--- src/rtl/emif_async_master.sv ---
// Asynchronous 16-bit EMIF bus initiator: turns single-word read/write requests into
// CE/WE/OE bus cycles with programmable setup, strobe, hold and turnaround phases.
module emif_async_master #(
    parameter int unsigned SETUP_CYC  = 2,
    parameter int unsigned STROBE_CYC = 4,
    parameter int unsigned HOLD_CYC   = 2,
    parameter int unsigned TA_CYC     = 2
) (
    input  logic        clk_100m,
    input  logic        rst_n,
    input  logic        req_valid,
    output logic        req_ready,
    input  logic        req_wr,
    input  logic [23:0] req_addr,
    input  logic [15:0] req_wdata,
    input  logic [1:0]  req_byten,
    output logic        rd_valid,
    output logic [15:0] rd_data,
    output logic        busy,
    output logic        emif_cen_o,
    output logic        emif_wen_o,
    output logic        emif_oen_o,
    output logic [23:0] emif_addr_o,
    output logic [1:0]  emif_byten_o,
    output logic [15:0] emif_data_o,
    output logic        emif_data_oe,
    input  logic [15:0] emif_data_i
);

    if (SETUP_CYC < 1 || SETUP_CYC > 15 || STROBE_CYC < 3 || STROBE_CYC > 15 ||
        HOLD_CYC < 1 || HOLD_CYC > 15 || TA_CYC < 1 || TA_CYC > 15) begin : gen_param_check
        $error("emif_async_master: illegal phase length parameter");
    end

    localparam logic [3:0] SetupLd  = 4'(SETUP_CYC - 1);
    localparam logic [3:0] StrobeLd = 4'(STROBE_CYC - 1);
    localparam logic [3:0] HoldLd   = 4'(HOLD_CYC - 1);
    localparam logic [3:0] TaLd     = 4'(TA_CYC - 1);

    typedef enum logic [2:0] {StIdle, StSetup, StStrobe, StHold, StTa} state_e;

    state_e     state_q;
    logic [3:0] cnt_q;
    logic       wr_q;

    assign req_ready = (state_q == StIdle);
    assign busy      = (state_q != StIdle);

    always_ff @(posedge clk_100m or negedge rst_n) begin
        if (!rst_n) begin
            state_q      <= StIdle;
            cnt_q        <= 4'd0;
            wr_q         <= 1'b0;
            rd_valid     <= 1'b0;
            rd_data      <= 16'h0000;
            emif_cen_o   <= 1'b1;
            emif_wen_o   <= 1'b1;
            emif_oen_o   <= 1'b1;
            emif_addr_o  <= 24'h000000;
            emif_byten_o <= 2'b11;
            emif_data_o  <= 16'h0000;
            emif_data_oe <= 1'b0;
        end else begin
            rd_valid <= 1'b0;
            case (state_q)
                StIdle: begin
                    if (req_valid) begin
                        state_q      <= StSetup;
                        cnt_q        <= SetupLd;
                        wr_q         <= req_wr;
                        emif_cen_o   <= 1'b0;
                        // Rotated right; the slave rotates left to recover the word address.
                        emif_addr_o  <= {req_addr[0], req_addr[23:1]};
                        emif_byten_o <= req_byten;
                        emif_data_oe <= req_wr;
                        if (req_wr) begin
                            emif_data_o <= req_wdata;
                        end
                    end
                end
                StSetup: begin
                    if (cnt_q == 4'd0) begin
                        state_q    <= StStrobe;
                        cnt_q      <= StrobeLd;
                        emif_wen_o <= ~wr_q;
                        emif_oen_o <= wr_q;
                    end else begin
                        cnt_q <= cnt_q - 4'd1;
                    end
                end
                StStrobe: begin
                    if (cnt_q == 4'd0) begin
                        state_q    <= StHold;
                        cnt_q      <= HoldLd;
                        emif_wen_o <= 1'b1;
                        emif_oen_o <= 1'b1;
                        if (!wr_q) begin
                            rd_data  <= emif_data_i;
                            rd_valid <= 1'b1;
                        end
                    end else begin
                        cnt_q <= cnt_q - 4'd1;
                    end
                end
                StHold: begin
                    if (cnt_q == 4'd0) begin
                        state_q      <= StTa;
                        cnt_q        <= TaLd;
                        emif_cen_o   <= 1'b1;
                        emif_byten_o <= 2'b11;
                        emif_data_oe <= 1'b0;
                    end else begin
                        cnt_q <= cnt_q - 4'd1;
                    end
                end
                StTa: begin
                    if (cnt_q == 4'd0) begin
                        state_q <= StIdle;
                    end else begin
                        cnt_q <= cnt_q - 4'd1;
                    end
                end
                default: state_q <= StIdle;
            endcase
        end
    end

endmodule

--- config.mk ---
export PLATFORM = sky130hd
export DESIGN_NAME = emif_async_master
export DESIGN_NICKNAME = d
export VERILOG_FILES = /design/src/rtl/emif_async_master.sv
export SDC_FILE = /design/constraint.sdc
export NUM_CORES = 1
export LEC_CHECK = 0
export ABC_CLOCK_PERIOD_IN_PS = 3320
export BUFFER_PORTS_ARGS = -buffer_cell sky130_fd_sc_hd__buf_2
export CORE_UTILIZATION = 49
export CTS_BUF_LIST = sky130_fd_sc_hd__clkbuf_8
export DETAILED_ROUTE_END_ITERATION = 7
export GPL_ROUTABILITY_DRIVEN = 0
export PLACE_DENSITY_LB_ADDON = 0.3
export SYNTH_ARGS = -nofsm -noshare
export SYNTH_HDL_FRONTEND = slang
export SYNTH_SLANG_ARGS = --single-unit
--- constraint.sdc ---
create_clock -name clk_100m -period 3.32 [get_ports clk_100m]
set_clock_uncertainty 0.2 [all_clocks]
set_input_delay 0.996 -clock clk_100m [delete_from_list [all_inputs] [get_ports clk_100m]]
set_output_delay 0.996 -clock clk_100m [all_outputs]
set_load 0.01 [all_outputs]
## After elaboration in Yosys (flattened, before gate mapping)

Index checks and enable logic that the tools add are counted.

- Add/sub/neg operators: 1
- Equality and inequality tests: 10
- Mux-type cells: 27
- Bitwise gates (word level): 1
- Reduce and logical (&&, ||, !) cells: 14

Operators by type and width:

| operator | count |
|---|---|
| 2-to-1 mux 4 bit | 4 |
| case mux 4 bit (4 select lines) | 1 |
| 2-to-1 mux 3 bit | 5 |
| case mux 3 bit (5 select lines) | 1 |
| AND reduction 3 bit | 5 |
| inequality test 2 bit, second input constant | 6 |
| 2-to-1 mux 1 bit | 9 |
| case mux 1 bit (2 select lines) | 4 |
| == test 3 x 2 -> 1 bit, second input constant | 2 |
| AND reduction 5 bit | 1 |
| zero test 4 bit | 1 |
| 2-to-1 mux 2 bit | 2 |
| case mux 2 bit (2 select lines) | 1 |
| nonzero test 2 bit | 2 |
| nonzero test 4 bit | 1 |
| subtractor 4 x 1 -> 4 bit, second input constant | 1 |
| == test 3 x 1 -> 1 bit, second input constant | 1 |
| == test 3 bit, second input constant | 1 |
| zero test 3 bit | 1 |
| nonzero test 3 bit | 1 |
| AND reduction 2 bit | 1 |
| OR reduction 2 bit | 1 |
| NOT 1 bit | 1 |

- Register bits after elaboration: 71
- Input bits: 62
- Output and inout port bits: 65
- Word-level logic and storage cells: 65

## Depth between registers and ports, before layout

- Depth after elaboration: 4
- Gate-level depth with buffers: 7
- Gate-level depth less buffers: 6

## Worst setup path after synthesis

Ideal clock, no wire load.

- Kind: register to output
- Start point: register state_q[1]
- End point: output port busy
- Data arrival time: 1345 ps
- Required time: 2124 ps
- Path slack: 779 ps
- Stages on the path, launching flop included: 6
- Buffers on the path: 2
- Cell sequence: dfrtp_1 clkbuf_1 or2_2 clkbuf_1 nor2_1 inv_1

- Longest elaborated chain between the ends: 1

Ends and longest elaborated chain:

| what | line | RTL |
|---|---|---|
| start: declaration | 42 | `state_e state_q;` |
| start signal: assignment | 51 | `state_q <= StIdle;` |
| start signal: assignment | 68 | `state_q <= StSetup;` |
| start signal: assignment | 83 | `state_q <= StStrobe;` |
| nonzero test 3 bit | 47 | `assign busy = (state_q != StIdle);` |
| end: declaration | 19 | `output logic busy,` |

No other way between the ends.

## Worst setup path after layout

Ends and elaborated chain as after synthesis.

==> metrics <==
FMAX=around 0.35 GHz; synthesized area=between 0.002 and 0.003 sq mm; CP delay by family, top=simple AND/OR/NAND/NOR gates; Syn. warnings=0; DR top layer=met4; combinational power share=about two fifths; detailed placement HPWL=4.39 mm; chip height=78.9 um; ys async rst share=100%; via count=between 2000 and 2500; CTS resizes=0; Worst R2R Start=cnt_q[1]$_DFFE_PN0P_; Pwr Total=~3700 uW; Data required, critical path=~2.1 ns; sequential cell fraction of total power=a little over two fifths; crit share post-route=between 80 and 90%; Max clock buf depth=2; RSZ-0062 raised after global routing=no; TritonCTS Buffers=9; # Post-CTS Setup Buffers=0; WL met3=498 um; switch share=34.4%; Nets=roughly 400; layout cells sized above 1=61.2%; clock power share=17.7%; GRT Total Usage=around 21%; Layout Utilization=~68%; clock period minus worst slack=about 2.8 ns; Area growth syn-to-layout=31.1%; grt total ovfl=0; Worst Tran Pin Value=between 0.6 and 0.7 ns; Crit Path Category=flop to primary output; sequential-to-total area share from yosys stat=61.6%; met1 WL=between 2 and 3 mm; area of the core=around 0.0056 sq mm; first-pass GRT wire length=9.79 mm; DR DRC count=0; drt pass-1 iters=4; Die W=78.9 um; Max Transition Viols Final=0; port buffer count=126; Cell Pwr Density=977 mW/mm^2; via-per-instance ratio=roughly 5; Yosys top cell by area=dfrtp_1; Setup-failing EPs final=0; WL per Instance=14.3 um; synth unique cells=37; Synth area leaders=dfrtp_1, mux2_2, dfstp_2; maximum vdd drop=0.489 mV; most frequent cell after synthesis=dfrtp_1; CP max stage delay=0.52 ns; # rows=27; WP buf/inv=2; num ports=approximately 130; WL final=between 5 and 6 mm; FF-to-FF setup slack=slightly below 0.6 ns; P_int=2430 uW; Commonest cells post-synth=dfrtp_1, mux2_2, nor2_1, o21ai_0, clkbuf_1; length of routed met2 wiring=2.87 mm; CTS tree=yes; top cell type's share of synthesized area=a little under three fifths; Synth Instances=between 200 and 250; hold path start=emif_cen_o$_DFFE_PN1P_; H-tree depth=3; CTS sink count=slightly above 70; P_sw=approximately 1300 uW; hold_buf cts=0; post-synth net total=273; Worst Setup SP=state_q[1]$_DFFE_PN0P_; max cap viols=0; Iter 0 DRT Violations=63; Clock transition at path regs=roughly 0.07 ns; initial antenna violation count=0; largest net degree at the start of global routing=34; CP max-delay cell=dfrtp_1; Setup crit start kind=flop; FF+latch count, synth=just over 70; Hold Vio Cnt, Final=0; critical-path cell list=or2_2 > nor2_1 > inv_1 > buf_2; EDFF count, synth=0; starting density of the core=about 52%; Mean Syn Cell Area=between 10 and 15 sq um; Max transition margin=between 50% and 60%; LEAKAGE=roughly 0.0019 uW; final antenna-violating net count=0; Hold Crit Class=flop to flop; CP Max Fanout=12; clk root buf=clkbuf_8; CP endpoint kind=primary output; crit path DAT=between 1.5 and 2 ns; clock latency on the worst-skew pair=approximately 0.32 ns; status=complete, no violations; predominant post-synthesis flop cell=dfrtp_1; vias in the first global route=2103; n_diodes=0; setup TNS=0 ns; Die Footprint=between 0.006 and 0.007 sq mm
[cells by family (layout without fill, tap and decap cells)]
group | after synthesis | after routing | synth area share [%]
and+or+nand+nor | 38 | 38 | 6.91
AOI/OAI and AO/OA | 26 | 26 | 6.13
DFF | 71 | 71 | 61.6
xor gates and xnor gates | 1 | 1 | 0.302
adders and majority gates | 2 | 2 | 0.777
buffers and inverters | 16 | 151 | 2.55
muxes | 56 | 56 | 21.8
[cell type report]
cell class	instances	area (sq um)
inverters	4	15.0
fillers	440	1810
clock inverters	5	51.3
flip-flops and latches	71	1780
repair buffers	132	676
clock buffers	10	138
multi-input cells	123	1040
well taps	72	90.1
[path summary, 6_finish.rpt]
path,end,depth (start not counted)
setup / recovery,busy,4
hold / removal,emif_cen_o$_DFFE_PN1P_,2
setup reg to reg,rd_data[11]$_DFFE_PN0P_,6
hold reg to reg,emif_cen_o$_DFFE_PN1P_,2
max in group asynchronous,emif_data_o[11]$_DFFE_PN0P_,2
min in group asynchronous,rd_data[4]$_DFFE_PN0P_,1
[worst reg2reg max path: cells and delay by family, from the launching register on]
kind	cells	cell delay [ns]
DFF	1	0.40
adders and majority gates	1	0.26
and+or+nand+nor	2	1.06
muxes	1	0.35
buffers and inverters	2	0.34
[state kept, by name, summed over array words and instances, names as in the netlist, 2 cells and up]
signal / count
rd_data: 16
emif_addr_o: 24
state_q: 3
emif_data_o: 16
cnt_q: 4
emif_byten_o: 2
[layout by cell type (no fill, tap or decap), types with 2 or more instances in the layout]
cell | Yosys | final
o21ai_0 | 9 | 9
o22a_1 | 2 | 2
or2_2 | 2 | 2
buf_4 | 0 | 6
mux2_2 | 56 | 56
nand2b_1 | 2 | 2
nand2_1 | 7 | 7
nand4_1 | 2 | 2
nor3b_1 | 2 | 2
o31a_1 | 2 | 2
dfrtp_1 | 66 | 66
a32oi_1 | 2 | 2
clkbuf_8 | 0 | 10
nor2_1 | 14 | 14
dfstp_2 | 5 | 5
inv_1 | 4 | 6
nor3_1 | 3 | 2
o211ai_1 | 2 | 2
buf_2 | 2 | 126
a31oi_1 | 2 | 2
[layer usage]
layer  vias to the layer above  track usage, %
met3                         6            8.51
met5                         -               0
met2                        83            32.9
met4                         0            6.00
met1                      1036            26.3
li1                       1004               -
[power groups by stage]
stage	combinational, uW	sequential [uW]	clock, uW
after floorplan	772	1710	0
after global placement	1470	1550	0
after detailed placement	1510	1570	0
after CTS	1510	1560	675
after global routing	1640	1620	716
final	1490	1560	656
[per-stage QoR]
stage / cell area (sq um) / setup slack [ns] / instances / hold slack (ns)
2_1_floorplan: 2900 / 0.779 / 210 / 0.284
3_3_place_gp: 3610 / 0.728 / 402 / 0.276
3_5_place_dp: 3610 / 0.613 / 402 / 0.287
4_1_cts: 3800 / 0.497 / 417 / 0.300
5_1_grt: 3800 / 0.419 / 417 / 0.321
6_report: 3800 / 0.500 / 417 / 0.301
No activity file was read; power rests on OpenSTA's default activity.
